===== config.mk =====
export PLATFORM = sky130hd
export DESIGN_NAME = alu_ctrl_dmem
export DESIGN_NICKNAME = d
export VERILOG_FILES = /design/src/rtl/alu_ctrl_dmem.sv
export SDC_FILE = /design/constraint.sdc
export NUM_CORES = 2
export LEC_CHECK = 0
export CAP_MARGIN = 20
export CORE_MARGIN = 8
export CORE_UTILIZATION = 30
export DETAILED_ROUTE_END_ITERATION = 8
export PLACE_DENSITY = 0.44
export REMOVE_ABC_BUFFERS = 1
export SLEW_MARGIN = 5
export SYNTH_ARGS = -nofsm -noshare
export SYNTH_HDL_FRONTEND = slang
export SYNTH_SLANG_ARGS = --single-unit

===== constraint.sdc =====
create_clock -name clk -period 9.8 [get_ports clk]
set_input_delay 1.96 -clock clk [delete_from_list [all_inputs] [get_ports clk]]
set_output_delay 1.96 -clock clk [all_outputs]
set_load 0.005 [all_outputs]

===== src/rtl/alu_ctrl_dmem.sv =====
`default_nettype none
// +--------------------------------------------------------------------------+
// | Module   : alu_ctrl_dmem                                                 |
// | Purpose  : Combined instruction decoder, 8-bit ALU/branch unit and       |
// |            256x8 data memory for a small 8-bit processor.                |
// |                                                                          |
// | Ports    : clk, reset          - clock, synchronous active-high reset    |
// |            instruction, pc     - current instruction (op[7:4], rA[3:2],  |
// |                                  rB[1:0]) and PC (not used here)         |
// |            decode_en           - capture decode outputs                  |
// |            execute_en          - capture out / overflow / jump           |
// |            access_mem          - perform the data-memory access          |
// |            in0, in1            - ALU operands                            |
// |            reg_addr_0/1/w      - source / destination register addresses |
// |            mem_w_en, mem_r_en, reg_w_en, sel_w_source - decode controls  |
// |            out, overflow, jump - ALU result, signed overflow, jump mask  |
// |            data_address, write_data, read_data - data-memory port        |
// |                                                                          |
// | Config   : ALU_CTRL_DMEM_OVERFLOW_EN - when defined, overflow reports    |
// |            signed overflow of add/sub/addi; otherwise tied to 0.         |
// |                                                                          |
// | Revision : 1.0 - initial release                                         |
// +--------------------------------------------------------------------------+
module alu_ctrl_dmem (
  input  logic       clk,
  input  logic       reset,
  input  logic [7:0] instruction,
  input  logic [7:0] pc,
  input  logic       decode_en,
  input  logic       execute_en,
  input  logic       access_mem,
  input  logic [7:0] in0,
  input  logic [7:0] in1,
  output logic [1:0] reg_addr_0,
  output logic [1:0] reg_addr_1,
  output logic [1:0] reg_addr_w,
  output logic       mem_w_en,
  output logic       mem_r_en,
  output logic       reg_w_en,
  output logic [7:0] sel_w_source,
  output logic [7:0] out,
  output logic       overflow,
  output logic [7:0] jump,
  input  logic [7:0] data_address,
  input  logic [7:0] write_data,
  output logic [7:0] read_data
);

  localparam logic [3:0] c_op_nop0 = 4'b0000;
  localparam logic [3:0] c_op_add  = 4'b0001;
  localparam logic [3:0] c_op_sub  = 4'b0010;
  localparam logic [3:0] c_op_and  = 4'b0011;
  localparam logic [3:0] c_op_or   = 4'b0100;
  localparam logic [3:0] c_op_slt  = 4'b0101;
  localparam logic [3:0] c_op_addi = 4'b0110;
  localparam logic [3:0] c_op_sll  = 4'b0111;
  localparam logic [3:0] c_op_j    = 4'b1000;
  localparam logic [3:0] c_op_jal  = 4'b1001;
  localparam logic [3:0] c_op_lw   = 4'b1010;
  localparam logic [3:0] c_op_sw   = 4'b1011;
  localparam logic [3:0] c_op_beq  = 4'b1100;
  localparam logic [3:0] c_op_bne  = 4'b1101;
  localparam logic [3:0] c_op_srl  = 4'b1110;
  localparam logic [3:0] c_op_nop1 = 4'b1111;

  logic [3:0] w_op;
  logic [1:0] w_ra;
  logic [1:0] w_rb;
  logic [7:0] w_imm2;   // rB field sign-extended (addi)
  logic [7:0] w_imm4;   // instruction[3:0] sign-extended (j/jal)
  logic [7:0] w_sum;
  logic [7:0] w_diff;
  logic [7:0] w_addi;

  assign w_op   = instruction[7:4];
  assign w_ra   = instruction[3:2];
  assign w_rb   = instruction[1:0];
  assign w_imm2 = {{6{w_rb[1]}}, w_rb};
  assign w_imm4 = {{4{instruction[3]}}, instruction[3:0]};
  assign w_sum  = in0 + in1;
  assign w_diff = in0 - in1;
  assign w_addi = in0 + w_imm2;

  // The PC is part of the stage interface but nothing here depends on it.
  logic unused_pc;
  assign unused_pc = ^pc;

  // ---------------------------------------------------------------- decode
  logic [1:0] addr0_d, addr1_d, addrw_d;
  logic [1:0] addr0_q, addr1_q, addrw_q;
  logic       mw_d, mr_d, rw_d;
  logic       mw_q, mr_q, rw_q;
  logic [7:0] sel_d, sel_q;

  always_comb begin
    addr0_d = w_ra;
    addr1_d = w_rb;
    addrw_d = w_ra;
    mw_d    = 1'b0;
    mr_d    = 1'b0;
    rw_d    = 1'b0;
    sel_d   = 8'h00;
    case (w_op)
      c_op_add, c_op_sub, c_op_and, c_op_or,
      c_op_slt, c_op_addi, c_op_sll, c_op_srl: rw_d = 1'b1;
      // jal only flags the stack push; the caller performs it.
      c_op_jal: mw_d = 1'b1;
      c_op_lw: begin
        addr0_d = w_rb;
        mr_d    = 1'b1;
        rw_d    = 1'b1;
        sel_d   = 8'hFF;
      end
      c_op_sw: begin
        addr0_d = w_rb;
        addr1_d = w_ra;
        mw_d    = 1'b1;
      end
      default: ;
    endcase
  end

  // --------------------------------------------------------------- execute
  logic [7:0] out_d, out_q;
  logic [7:0] jump_d, jump_q;

  always_comb begin
    out_d  = 8'h00;
    jump_d = 8'h00;
    case (w_op)
      c_op_add:  out_d = w_sum;
      c_op_sub:  out_d = w_diff;
      c_op_and:  out_d = in0 & in1;
      c_op_or:   out_d = in0 | in1;
      c_op_slt:  out_d = {7'b0, ($signed(in0) < $signed(in1))};
      c_op_addi: out_d = w_addi;
      c_op_sll:  out_d = in0 << in1[2:0];
      c_op_srl:  out_d = in0 >> in1[2:0];
      c_op_j, c_op_jal: begin
        out_d  = w_imm4;
        jump_d = 8'hFF;
      end
      c_op_beq: if (in0 == in1) begin
        out_d  = 8'h01;
        jump_d = 8'hFF;
      end
      c_op_bne: if (in0 != in1) begin
        out_d  = 8'h01;
        jump_d = 8'hFF;
      end
      c_op_nop0, c_op_nop1, c_op_lw, c_op_sw: ;
      default: ;
    endcase
  end

  // ------------------------------------------------------------ data memory
  logic [7:0] mem_q [256] = '{default: 8'h00};
  logic [7:0] rdata_q;

  // Writes use the registered mem_w_en from a previous decode; reset blocks
  // them so the memory image survives a reset.
  always_ff @(posedge clk) begin
    if (!reset && access_mem && mw_q) begin
      mem_q[data_address] <= write_data;
    end
  end

  // -------------------------------------------------------------- registers
  always_ff @(posedge clk) begin
    if (reset) begin
      addr0_q <= 2'b00;
      addr1_q <= 2'b00;
      addrw_q <= 2'b00;
      mw_q    <= 1'b0;
      mr_q    <= 1'b0;
      rw_q    <= 1'b0;
      sel_q   <= 8'h00;
      out_q   <= 8'h00;
      jump_q  <= 8'h00;
      rdata_q <= 8'h00;
    end else begin
      if (decode_en) begin
        addr0_q <= addr0_d;
        addr1_q <= addr1_d;
        addrw_q <= addrw_d;
        mw_q    <= mw_d;
        mr_q    <= mr_d;
        rw_q    <= rw_d;
        sel_q   <= sel_d;
      end
      if (execute_en) begin
        out_q  <= out_d;
        jump_q <= jump_d;
      end
      // Read-before-write: the old word is returned on a write access.
      if (access_mem) begin
        rdata_q <= mem_q[data_address];
      end
    end
  end

`ifdef ALU_CTRL_DMEM_OVERFLOW_EN
  logic ovf_d, ovf_q;

  // Signed overflow: operands of like sign producing a result of the other sign
  // (for sub, the subtrahend's sign is inverted).
  always_comb begin
    ovf_d = 1'b0;
    case (w_op)
      c_op_add:  ovf_d = (in0[7] == in1[7])    && (w_sum[7]  != in0[7]);
      c_op_sub:  ovf_d = (in0[7] != in1[7])    && (w_diff[7] != in0[7]);
      c_op_addi: ovf_d = (in0[7] == w_imm2[7]) && (w_addi[7] != in0[7]);
      default:   ovf_d = 1'b0;
    endcase
  end

  always_ff @(posedge clk) begin
    if (reset) begin
      ovf_q <= 1'b0;
    end else if (execute_en) begin
      ovf_q <= ovf_d;
    end
  end

  assign overflow = ovf_q;
`else
  assign overflow = 1'b0;
`endif

  assign reg_addr_0   = addr0_q;
  assign reg_addr_1   = addr1_q;
  assign reg_addr_w   = addrw_q;
  assign mem_w_en     = mw_q;
  assign mem_r_en     = mr_q;
  assign reg_w_en     = rw_q;
  assign sel_w_source = sel_q;
  assign out          = out_q;
  assign jump         = jump_q;
  assign read_data    = rdata_q;

endmodule
`default_nettype wire


==> qor.yml <==
outcome:
  outcome: "finished clean"
route:
  top_layer: "met5"
  wl_mm: 251
  firstDrtPassIters: 5
  dr.first_iter.drc_count: 3986
  vias: 41400
  routedWlPerCell_um: 31.5
  ant_nets: 0
  viasPerCell: 5.20
  drt-met1-wl_mm: 112
  post-route-drc-count: 0
  wl_met2_mm: 119
  wl_met3_mm: 12.4
layout:
  area_growth_pct: 15.2
  layout-drive-gt1-share_pct: 22.8
  fill_cells: 25500
  post-route-util_pct: 34.7
  nets: 4286
placement:
  io_buffers: 85
  hpwlAfterDp_mm: 156
  gp_congestion: 0.792
clock_tree:
  ctsResizeCount: 0
  clock-sinks: 2074
  cts_tree: "built"
  cts_buffers: 230
  ctsHoldBuffers: 0
  root_buffer: "clkbuf_16"
  clk_pin_slew_worst_paths_ps: 60
  clk_path_buf_depth: 4
  cts_max_level: 4
  cts_setup_buffers: 0
  clkLatencyLatePin_ps: 900
timing:
  hold_violations: 0
  setup_tns_ps: 0
  slew_violations: 0
  skew_ps: 127
  fmax_mhz: 168
  setup_viol: 0
  worst_pin_slew_ps: 1250
  fin_crit_sh_pct: 60.6
  rsz0062_at_grt: "false"
  period_needed_ps: 5940
  max-slew-margin-rel_pct: 16.0
worst_setup_path:
  crit_slowest_cell: "clkdlybuf4s50_1"
  critPathRequiredTime_ps: 10490
  crit_chain: "clkdlybuf4s50_1 > nand2b_1 > nor2_1 > nand2_1 > o21ai_0 > ha_1 > a21o_1 > a21oi_1 > o21ai_0 > a2111oi_0 > nor4_1 > o31a_1 > a221oi_1"
  start_kind: "input port"
  path_class: "input port to flip-flop"
  endpoint_kind: "flip-flop"
  cp.arrival_ps: 6630
  cp_max_fo: 22
  cp_slowest_stage_delay_ps: 860
  path_common_cell: "o21ai_0"
floorplanning:
  top_level_ports: 95
  fp.dieW_um: 539
  die-area_sq_um: 291000
  fp.dieH_um: 539
  coreArea_sq_um: 273000
  start_util_pct: 30.1
  row_count: 192
power_and_ir_drop:
  max-vdd-ir-drop_mv: 0.153
  intPower_w: 0.0151
  p_per_area_nw_per_um2: 205
  leakagePower_nw: 28.9
  swShare_pct: 21.9
  seqPwrFrac_pct: 50.3
  p_clk_share_pct: 44.4
  combPwrFrac_pct: 5.3
  switchingPower_w: 0.00426
yosys:
  synthTopCellsByCount: "2,048 x edfxtp_1, 520 x mux4_2, 340 x nor2_1"
  yosys.area.top_type: "edfxtp_1"
  synth_most_common_cell: "edfxtp_1"
  synth_flop_cell: "edfxtp_1"
  synth_top_area_share_pct: 74.8
  yosys_warnings: 0
  synth_cell_types: 74
  synthTopCellsByArea: "edfxtp_1 75%, mux4_2 14%, nor2_1 1.6%, mux2i_1 1.3%, a22oi_1 0.79%"
  synth_edf_count: 2048
  synth_area_per_cell_sq_um: 20.4
  async_reset_ff_share_pct: 0
  synth_area_sq_um: 82200
  ys_seq_elements: 2074
  synth_cells: 4027
  ys_seq_area_share_pct: 75.5
grt:
  grt_max_degree: 169
  grt_usage_pct: 16.8
  grt_pass1_vias: 42700
  antenna_found_initial: 4
  overflow: 0
  grt_pass1_wl_mm: 351
run:
  maxCapViolCount: 0
hold_path:
  holdCritPathClass: "flip-flop to flip-flop"
## placed cells by master (no fill, tap or decap), types with 12 or more instances in the layout
master           instances
nor2b_1                 13
a22oi_1                 86
mux2i_1                109
nor3_1                  30
bufinv_16               28
clkinv_1                52
clkinv_2                39
inv_1                   34
nand2_1                 93
a211oi_1                15
a22o_1                  24
o21ai_0                 34
clkbuf_16              230
a21oi_1                 62
clkdlybuf4s50_1         71
nand2_2                 12
nor2_1                 336
buf_4                  103
nand3_1                 47
a221oi_1                22
nand2b_1                16
dfxtp_1                 26
clkbuf_1                48
mux4_2                 520
ha_1                    32
o22ai_1                 16
edfxtp_1              2048
## state kept, by name, summed over array words and instances, names as in the netlist
signal        flops
mem_q          2048
out               8
read_data         8
reg_addr_0        2
reg_addr_1        2
reg_addr_w        2
jump              1
mem_w_en          1
reg_w_en          1
sel_w_source      1
## path summary, 6_finish.rpt
kind,from,endpoint,slack [ps],cells after the start
max,instruction[7],out[7],3860,13
min,out[2],out[2],470,2
max reg2reg,mem_w_en,mem_q[109][7],5670,4
min reg2reg,out[2],out[2],470,2
## cells by family (layout without fill, tap and decap cells)
family	count (synthesis)	in the layout	synth area share, %
XOR/XNOR	9	9	0.0959
multiplexers	632	632	15.6
AO/OA/AOI/OAI	367	367	3.21
AND/OR/NAND/NOR	617	617	3.30
other	1	4	0.00456
adder cells (fa/ha/maj)	34	34	0.536
flip-flops	2074	2074	75.5
buffers and inverters	293	649	1.78
## critical path, delay by kind of cell
family | cells | cell delay (ps)
AO/OA/AOI/OAI | 7 | 1990
adder cells (fa/ha/maj) | 1 | 270
buffers and inverters | 1 | 860
AND/OR/NAND/NOR | 4 | 1520
## cell type report
type,count,area (sq um),area share (%)
flip-flops and latches,2074,62000,65.5
multi-input cells,1660,18800,19.9
clock buffers,281,5980,6.31
well taps,3589,4490,4.74
repair buffers,196,1810,1.91
clock inverters,135,1420,1.50
inverters,37,144,0.152
diodes,3,7.51,0.00793
## power by group through the flow
stage	combinational, W	sequential [W]	clock [W]
final	0.00103	0.00976	0.00861
after global routing	0.00108	0.00976	0.00912
after CTS	0.00104	0.00976	0.00881
after detailed placement	0.00104	0.00995	0
after global placement	0.00103	0.00995	0
after floorplan	0.000397	0.00994	0
## metrics by stage
step	setup WS, ps	power, W	area [sq um]	instances	hold WS [ps]
finish	3860	0.0194	94700	7975	465
global route	3580	0.0200	94700	7972	501
CTS	3920	0.0196	94700	7972	469
detailed placement	3100	0.0110	87300	7556	459
global placement	3010	0.0110	87300	7553	462
floorplan	3190	0.0103	80900	3771	451
## metal layers
metal  track usage, %  vias to the layer above
met5                0                        -
met4             4.81                        2
met3             2.53                      340
met2             27.1                     1218
met1             23.6                    22800
li1                 -                    17100
Note: power is estimated with default switching activity, not from simulation.
